==> src/rtl/fsqrt_stream.sv <==
// fsqrt_stream: valid/ready streaming wrapper around the fixed-latency fsqrt
// pipeline. Each accepted operand goes to fsqrt and is classified. A shadow
// pipe tracks the operand's tag and class until fsqrt's result is due. The
// result is then fixed up for IEEE special cases and pushed into an in-order
// result FIFO.
//
// Ports
//   clk, rstn            : clock (rising edge), asynchronous active-low reset
//   in_valid/in_ready    : operand handshake (in_ready is registered)
//   in_x, in_tag         : IEEE-754 single operand and its opaque tag
//   sq_x                 : operand to fsqrt.x (zero when nothing is accepted)
//   sq_y                 : result from fsqrt.y, sampled when its op is due
//   out_valid/out_ready  : result handshake (FIFO head)
//   out_y, out_tag       : fixed-up result and its tag
//   out_invalid          : IEEE invalid-operation flag of the head
//
// Timing: an op accepted in cycle t is captured from sq_y in cycle t+LAT-1
// and is visible on the outputs from cycle t+LAT. LAT must be at least 2.
module fsqrt_stream #(
    parameter int LAT   = 3,
    parameter int DEPTH = 4,
    parameter int TAG_W = 4
) (
    input  logic             clk,
    input  logic             rstn,
    input  logic             in_valid,
    output logic             in_ready,
    input  logic [31:0]      in_x,
    input  logic [TAG_W-1:0] in_tag,
    output logic [31:0]      sq_x,
    input  logic [31:0]      sq_y,
    output logic             out_valid,
    input  logic             out_ready,
    output logic [31:0]      out_y,
    output logic [TAG_W-1:0] out_tag,
    output logic             out_invalid
);

    // The accept cycle itself is the first stage of the pipe, so only LAT-1
    // registered stages are needed to line up with fsqrt's output.
    localparam int NSTG  = LAT - 1;
    localparam int PTR_W = (DEPTH > 1) ? $clog2(DEPTH) : 1;
    localparam int OCC_W = $clog2(DEPTH + 1);

    typedef enum logic [2:0] {
        CLS_NORM,
        CLS_ZERO,
        CLS_NEG,
        CLS_INF,
        CLS_NAN
    } cls_e;

    typedef struct packed {
        logic             valid;
        logic [TAG_W-1:0] tag;
        cls_e             cls;
        logic [31:0]      x;
    } pipe_t;

    typedef struct packed {
        logic [31:0]      y;
        logic [TAG_W-1:0] tag;
        logic             invalid;
    } res_t;

    pipe_t            pipe_q [NSTG];
    pipe_t            pipe_d [NSTG];
    res_t             fifo_mem [DEPTH];
    res_t             push_res;
    res_t             head;
    logic [PTR_W-1:0] wr_ptr_q, wr_ptr_d;
    logic [PTR_W-1:0] rd_ptr_q, rd_ptr_d;
    logic [OCC_W-1:0] cnt_q, cnt_d;     // results sitting in the FIFO
    logic [OCC_W-1:0] occ_q, occ_d;     // in flight plus buffered
    logic             in_ready_q, in_ready_d;
    logic             accept;
    logic             pop;
    logic             push;
    cls_e             in_cls;

    function automatic logic [PTR_W-1:0] ptr_inc(input logic [PTR_W-1:0] p);
        return (p == PTR_W'(DEPTH - 1)) ? '0 : p + 1'b1;
    endfunction

    assign in_ready  = in_ready_q;
    assign accept    = in_valid && in_ready_q;
    assign out_valid = (cnt_q != '0);
    assign pop       = out_valid && out_ready;
    assign push      = pipe_q[NSTG-1].valid;
    assign sq_x      = accept ? in_x : 32'd0;

    // Classification order matters: NaN wins over the sign test, and zero
    // (including denormals) wins over the sign test too.
    // NOTE: every signal driven from always_comb gets a default first so no
    // path through the block leaves it unassigned and infers a latch.
    always_comb begin
        in_cls = CLS_NORM;
        if (in_x[30:23] == 8'hFF && in_x[22:0] != '0) begin
            in_cls = CLS_NAN;
        end else if (in_x[30:23] == 8'h00) begin
            in_cls = CLS_ZERO;
        end else if (in_x[31]) begin
            in_cls = CLS_NEG;
        end else if (in_x[30:23] == 8'hFF) begin
            in_cls = CLS_INF;
        end
    end

    // Shadow pipe and special-case fixup of the op leaving it.
    always_comb begin
        pipe_d[0] = '{valid: accept, tag: in_tag, cls: in_cls, x: in_x};
        for (int i = 1; i < NSTG; i++) begin
            pipe_d[i] = pipe_q[i-1];
        end

        push_res.tag     = pipe_q[NSTG-1].tag;
        push_res.y       = sq_y;
        push_res.invalid = 1'b0;
        unique case (pipe_q[NSTG-1].cls)
            CLS_ZERO: push_res.y = {pipe_q[NSTG-1].x[31], 31'd0};
            CLS_NEG: begin
                push_res.y       = 32'h7FC0_0000;
                push_res.invalid = 1'b1;
            end
            CLS_INF:  push_res.y = 32'h7F80_0000;
            CLS_NAN:  push_res.y = pipe_q[NSTG-1].x | 32'h0040_0000;
            default:  push_res.y = sq_y;
        endcase
    end

    // Pointers and counters. Space for a result is reserved at accept time
    // through occ, so a push never finds the FIFO full.
    always_comb begin
        wr_ptr_d = push ? ptr_inc(wr_ptr_q) : wr_ptr_q;
        rd_ptr_d = pop  ? ptr_inc(rd_ptr_q) : rd_ptr_q;

        cnt_d = cnt_q;
        unique case ({push, pop})
            2'b10:   cnt_d = cnt_q + OCC_W'(1);
            2'b01:   cnt_d = cnt_q - OCC_W'(1);
            default: cnt_d = cnt_q;
        endcase

        occ_d = occ_q;
        unique case ({accept, pop})
            2'b10:   occ_d = occ_q + OCC_W'(1);
            2'b01:   occ_d = occ_q - OCC_W'(1);
            default: occ_d = occ_q;
        endcase

        in_ready_d = (occ_d < OCC_W'(DEPTH));
    end

    // NOTE: state registers use non-blocking assignments so every flop
    // samples the values from before the edge, independent of block order.
    always_ff @(posedge clk or negedge rstn) begin
        if (!rstn) begin
            for (int i = 0; i < NSTG; i++) begin
                pipe_q[i] <= '0;
            end
            wr_ptr_q   <= '0;
            rd_ptr_q   <= '0;
            cnt_q      <= '0;
            occ_q      <= '0;
            in_ready_q <= 1'b0;
        end else begin
            for (int i = 0; i < NSTG; i++) begin
                pipe_q[i] <= pipe_d[i];
            end
            wr_ptr_q   <= wr_ptr_d;
            rd_ptr_q   <= rd_ptr_d;
            cnt_q      <= cnt_d;
            occ_q      <= occ_d;
            in_ready_q <= in_ready_d;
        end
    end

    // NOTE: the FIFO storage has no reset; an entry is only ever read after
    // it has been written, and the outputs are masked while the FIFO is empty.
    always_ff @(posedge clk) begin
        if (push) begin
            fifo_mem[wr_ptr_q] <= push_res;
        end
    end

    assign head        = fifo_mem[rd_ptr_q];
    assign out_y       = out_valid ? head.y       : 32'd0;
    assign out_tag     = out_valid ? head.tag     : '0;
    assign out_invalid = out_valid ? head.invalid : 1'b0;

endmodule

==> config.mk <==
export PLATFORM = sky130hd
export DESIGN_NAME = fsqrt_stream
export DESIGN_NICKNAME = d
export VERILOG_FILES = /design/src/rtl/fsqrt_stream.sv
export SDC_FILE = /design/constraint.sdc
export NUM_CORES = 1
export LEC_CHECK = 0
export ABC_AREA = 0
export CAP_MARGIN = 5
export CORE_UTILIZATION = 30
export CTS_BUF_LIST = sky130_fd_sc_hd__clkbuf_16
export DETAILED_ROUTE_END_ITERATION = 8
export PLACE_DENSITY = 0.62
export SYNTH_ARGS = -nofsm -noshare
export SYNTH_HDL_FRONTEND = slang
export SYNTH_SLANG_ARGS = --single-unit
==> constraint.sdc <==
create_clock -name clk -period 1.9 [get_ports clk]
set_clock_uncertainty 0.1 [all_clocks]
set_input_delay 0.19 -clock clk [delete_from_list [all_inputs] [get_ports clk]]
set_output_delay 0.19 -clock clk [all_outputs]
set_load 0.02 [all_outputs]
# After elaboration in Yosys (flattened, before gate mapping)

Memories as Yosys holds them, arrays and structs flattened.
Cells that the tools add are included.

Flip-flop bits (word level): 91
RAM bits: 148
Input port bits: 72
Output and inout bits: 71
Logic and storage cells: 55
Memories: 1

Add/sub/neg operators: 6
$lt $le $gt $ge: 1
Eq/ne operators: 11
Mux-type cells: 16
Reductions and logical operators: 7

Memories:

| memory   | words | bits a word | read ports | clocked after Yosys merged registers in | write ports | RTL line | RTL |
|---|---|---|---|---|---|---|---|
| fifo_mem | 4     | 37          | 1          | 0                                       | 1           | 68       | `res_t fifo_mem [DEPTH];` |

Operators with widths:

| cell                  | count |
|---|---|
| $pmux W32 S4          | 1 |
| $mux W32              | 2 |
| $reduce_bool A23 Y1   | 1 |
| $pmux W3 S2           | 2 |
| $mux W2               | 5 |
| $eq A2 B2 Y1 const B  | 4 |
| $eq A8 B8 Y1 const B  | 1 |
| $logic_not A8 Y1      | 1 |
| $add A3 B1 Y3 const B | 2 |
| $eq A3 B2 Y1 const B  | 2 |
| $sub A3 B1 Y3 const B | 2 |
| $add A2 B1 Y2 const B | 2 |
| $eq A2 B1 Y1 const B  | 2 |
| $mux W1               | 4 |
| $mux W4               | 1 |
| $eq A3 B1 Y1 const B  | 1 |
| $eq A3 B3 Y1 const B  | 1 |
| $logic_and A1 B1 Y1   | 3 |
| $lt A3 B3 Y1 const B  | 1 |
| $mux W3               | 1 |
| $reduce_bool A3 Y1    | 1 |
| $reduce_bool A2 Y1    | 1 |

# Logic depth before layout (Yosys ltp)

Word-level depth: 5
Depth in mapped cells: 8
Gate-level depth less buffers: 8

# Worst setup path after synthesis

No wires, ideal clock.

Kind: flip-flop to flip-flop
Start point: register wr_ptr_q[0]
End point: memory fifo_mem[2][0] (netlist name) (enable)
Library setup time: 0.398 ns
Arrival time: 1.521 ns
Required time: 1.402 ns
Path slack: -0.118 ns
Cell stages (with the launch flop): 4
Buffers on the path: 0
Period minus slack after synthesis: 2.018 ns
Cells stage by stage: dfrtp_1 -> inv_1 -> ha_1 -> and2_1

RTL lines:

| item                   | RTL line | RTL |
|---|---|---|
| from (decl)            | 71       | `logic [PTR_W-1:0] wr_ptr_q, wr_ptr_d;` |
| from (signal assigned) | 170      | `wr_ptr_q <= wr_ptr_d;` |
| to (decl)              | 68       |  |

No word-level cell before the write port.

# Worst setup path in the final report

Start point: register rd_ptr_q[0]
End point: output port out_y[4]

Cells in the longest elaborated chain, start to end: 2

RTL lines:

| item                   | RTL line | RTL |
|---|---|---|
| from (decl)            | 72       | `logic [PTR_W-1:0] rd_ptr_q, rd_ptr_d;` |
| from (signal assigned) | 171      | `rd_ptr_q <= rd_ptr_d;` |
| $mem_v2 Z4 W37         | --       |  |
| $mux W32               | 187      | `assign out_y = out_valid ? head.y : 32'd0;` |
| to (decl)              | 34       | `output logic [31:0] out_y,` |

Every way passes these cells.

==> impl_metrics.tcl <==
set metrics [dict create \
    h-tree-depth 1 \
    finalHoldViolations 0 \
    fin_tns_setup_ps -13560 \
    place_hpwl_mm 13.65 \
    synth_area_per_cell_sq_um 17.93 \
    final_nets 798 \
    grt_usage_pct 13.45 \
    area_delta_synth_final_pct 38.15 \
    p_sw_mw 5.339 \
    synth-adder-area-share_pct 1.276 \
    grt_pass1_vias 5231 \
    post-route-cell-area_sq_um 12460 \
    first_iter_violations 270 \
    grt_pass1_wl_mm 31.28 \
    clockRootBuffer "clkbuf_16" \
    worstMarginPinSlew_ps 453.1 \
    fmax_mhz 434.6 \
    netlist_area_sq_um 9020 \
    power.share.clock_pct 26.0 \
    dieHeight_microns 175.4 \
    yosysMostFrequentCell "edfxtp_1" \
    netlist.area_leader.share_pct 49.27 \
    grt.overflow.total 0 \
    route.vias.total 5102 \
    fp.dieW_microns 175.4 \
    grt_max_degree 33 \
    cp_max_fo 5 \
    leakagePower_nw 4.880 \
    clkSinkCount 237 \
    synth-xor-area-share_pct 0.7768 \
    drt-total-wl_mm 20.64 \
    postPlaceCellArea_sq_um 11380 \
    critical_path_class "register to output port" \
    rows 63 \
    peakVddDrop_uv 686.8 \
    synthCells 503 \
    relSlewSlack_pct 69.79 \
    initial_utilization_pct 30.43 \
    cp.arrival_ps 2010 \
    comb_power_share_pct 37.8 \
    synthesis.nets 583 \
    cp-start-kind "register" \
    fillCellCount 2689 \
    cts_made_buffers 24 \
    die-area_sq_um 30760 \
    seq_area_frac_synth_pct 73.96 \
    synth.mux.area_fraction_pct 9.710 \
    drv_slew 0 \
    yosysTopAreaCell "edfxtp_1" \
    synth_top_family_by_area "multiplexers" \
    synthTopCellsByArea "edfxtp_1 (49%), dfrtp_1 (25%), mux4_2 (9.2%)" \
    synthDistinctLibCells 37 \
    io_pins 143 \
    ys_seq_elements 237 \
    maxCapViolCount 0 \
    clockBufferDepth 3 \
    dpl_worst_slack_ps -294.8 \
    period_share_pct 121.1 \
    drt_first_pass_iters 4 \
    intPower_mw 12.53 \
    antenna_found_initial 1 \
    synth_edf_count 148 \
    hold_ws_ps 42.60 \
    synthSimpleGateAreaFrac_pct 8.586 \
    clkLatencyLatePin_ps 500 \
    synth_common_cells "edfxtp_1 (148), dfrtp_1 (89), nor2b_1 (42)" \
    drc_errors 0 \
    switching_share_pct 29.88 \
    worst_slack_ps -400.9 \
    violations "negative setup slack" \
    drive_gt1_share_pct 34.10 \
    routed_via_density 4.527 \
    wl_per_cell_microns 18.31 \
    io_buffers 142 \
    p_per_area_nw_per_um2 1434 \
    ant_nets 0 \
    finalCriticalPeriod_ps 2301 \
    ys.flop_type "edfxtp_1" \
    yosysWarnings 0 \
    rsz0062_at_grt "yes" \
    setup_viol 41 \
    cts_tree "built" \
    status "finished with violations" \
    cp-end-kind "output port" \
    synthArstFlopShare_pct 37.55 \
    synth_compound_area_share_pct 4.023 \
    gp_congestion 0.7367 \
    holdCritPathClass "primary input to register" \
    p_seq_share_pct 36.2 \
    core_area_sq_um 29640 \
    clk_pin_slew_ps 60 \
    crit_required_ps 1610 \
]
-- cells by family (layout without fill, tap and decap cells) --
kind of cell,Yosys count,in the layout
other,0,1
muxes,41,41
xor gates and xnor gates,8,8
and+or+nand+nor,126,126
adders and majority gates,8,8
DFF,237,237
AOI/OAI and AO/OA,48,48
buffers and inverters,35,268
-- critical path, cell delays in order, from the launching register on --
cell and delay, ps:
dfrtp_2 440, buf_6 140, buf_12 120, mux4_2 500
and2b_1 180, buf_6 130
-- state kept, by name, indices dropped and copies added, names as in the netlist, named ones only --
signal,flops
fifo_mem,148
pipe_d,39
pipe_q,38
cnt_q,3
occ_q,2
rd_ptr_q,2
wr_ptr_q,2
in_ready,1
push,1
-- worst paths after layout --
kind | from | to | slack (ps) | depth (start not counted)
worst max-delay path | rd_ptr_q[0] | out_y[4] | -400 | 5
worst min-delay path | in_tag[0] | pipe_d[35] | 40 | 1
worst max register to register | cnt_q[1] | in_ready | -140 | 9
worst min register to register | pipe_d[32] | pipe_q[32] | 250 | 0
max in group asynchronous | rstn | in_ready | 1100 | 3
min in group asynchronous | rstn | pipe_d[29] | 70 | 2
-- layout make-up --
| class | count | area (sq um) | area share [%] |
|---|---|---|---|
| antenna | 1 | 2.502 | 0.02008 |
| clock buffer | 27 | 675.6 | 5.422 |
| clock inverter | 17 | 125.1 | 1.004 |
| inverter | 8 | 32.53 | 0.2611 |
| multi-input combinational | 231 | 2362 | 18.96 |
| sequential | 237 | 6678 | 53.59 |
| tap | 390 | 488.0 | 3.916 |
| timing repair buffer | 216 | 2097 | 16.83 |
-- routing by layer --
layer  GRT usage, %  share of wire (%)
met3          2.381                4.5
met2          22.77                 51
met5              0                  0
met4          3.478                1.7
met1          17.85                 43
-- power by group through the flow --
stage                     logic [mW]  registers (mW)  clock network, mW
after floorplan                 3.31            6.48                  0
after global placement          6.11            6.53                  0
after detailed placement        6.15            6.56                  0
after CTS                       6.27            6.45               4.76
after global routing            7.24            6.51               4.97
final                           6.76            6.46               4.65
-- cell usage in the layout, fill, tap and decap left out, types with 6 or more instances in the layout --
cell type / instances
a22o_1: 22
nor2b_1: 33
clkbuf_16: 28
nor2b_4: 8
buf_2: 14
nor2_1: 6
clkdlybuf4s50_1: 70
dfrtp_1: 84
inv_1: 10
and3_1: 32
clkbuf_2: 28
mux4_2: 37
buf_12: 14
and2b_1: 15
o22ai_1: 8
buf_4: 43
buf_6: 35
edfxtp_1: 148
a21oi_1: 11
-- through the flow --
stage,utilization (%),std cells,power [mW]
floorplan,-,503,9.787
global placement,38.40,1057,12.64
detailed placement,38.40,1057,12.71
CTS,41.49,1119,17.48
global route,42.04,1127,18.73
finish,42.04,1127,17.87
-- timing repair --
action | 4_1_cts | 5_1_grt
cloned | 2 | 2
resized for setup | 236 | 115
hold endpoints to repair | 89 | 0
buffers inserted | 15 | 7
endpoints found under the setup margin | 132 | 77
hold buffers | 1 | 0
pin swaps | 4 | 8
(Power assumes the default switching activity.)
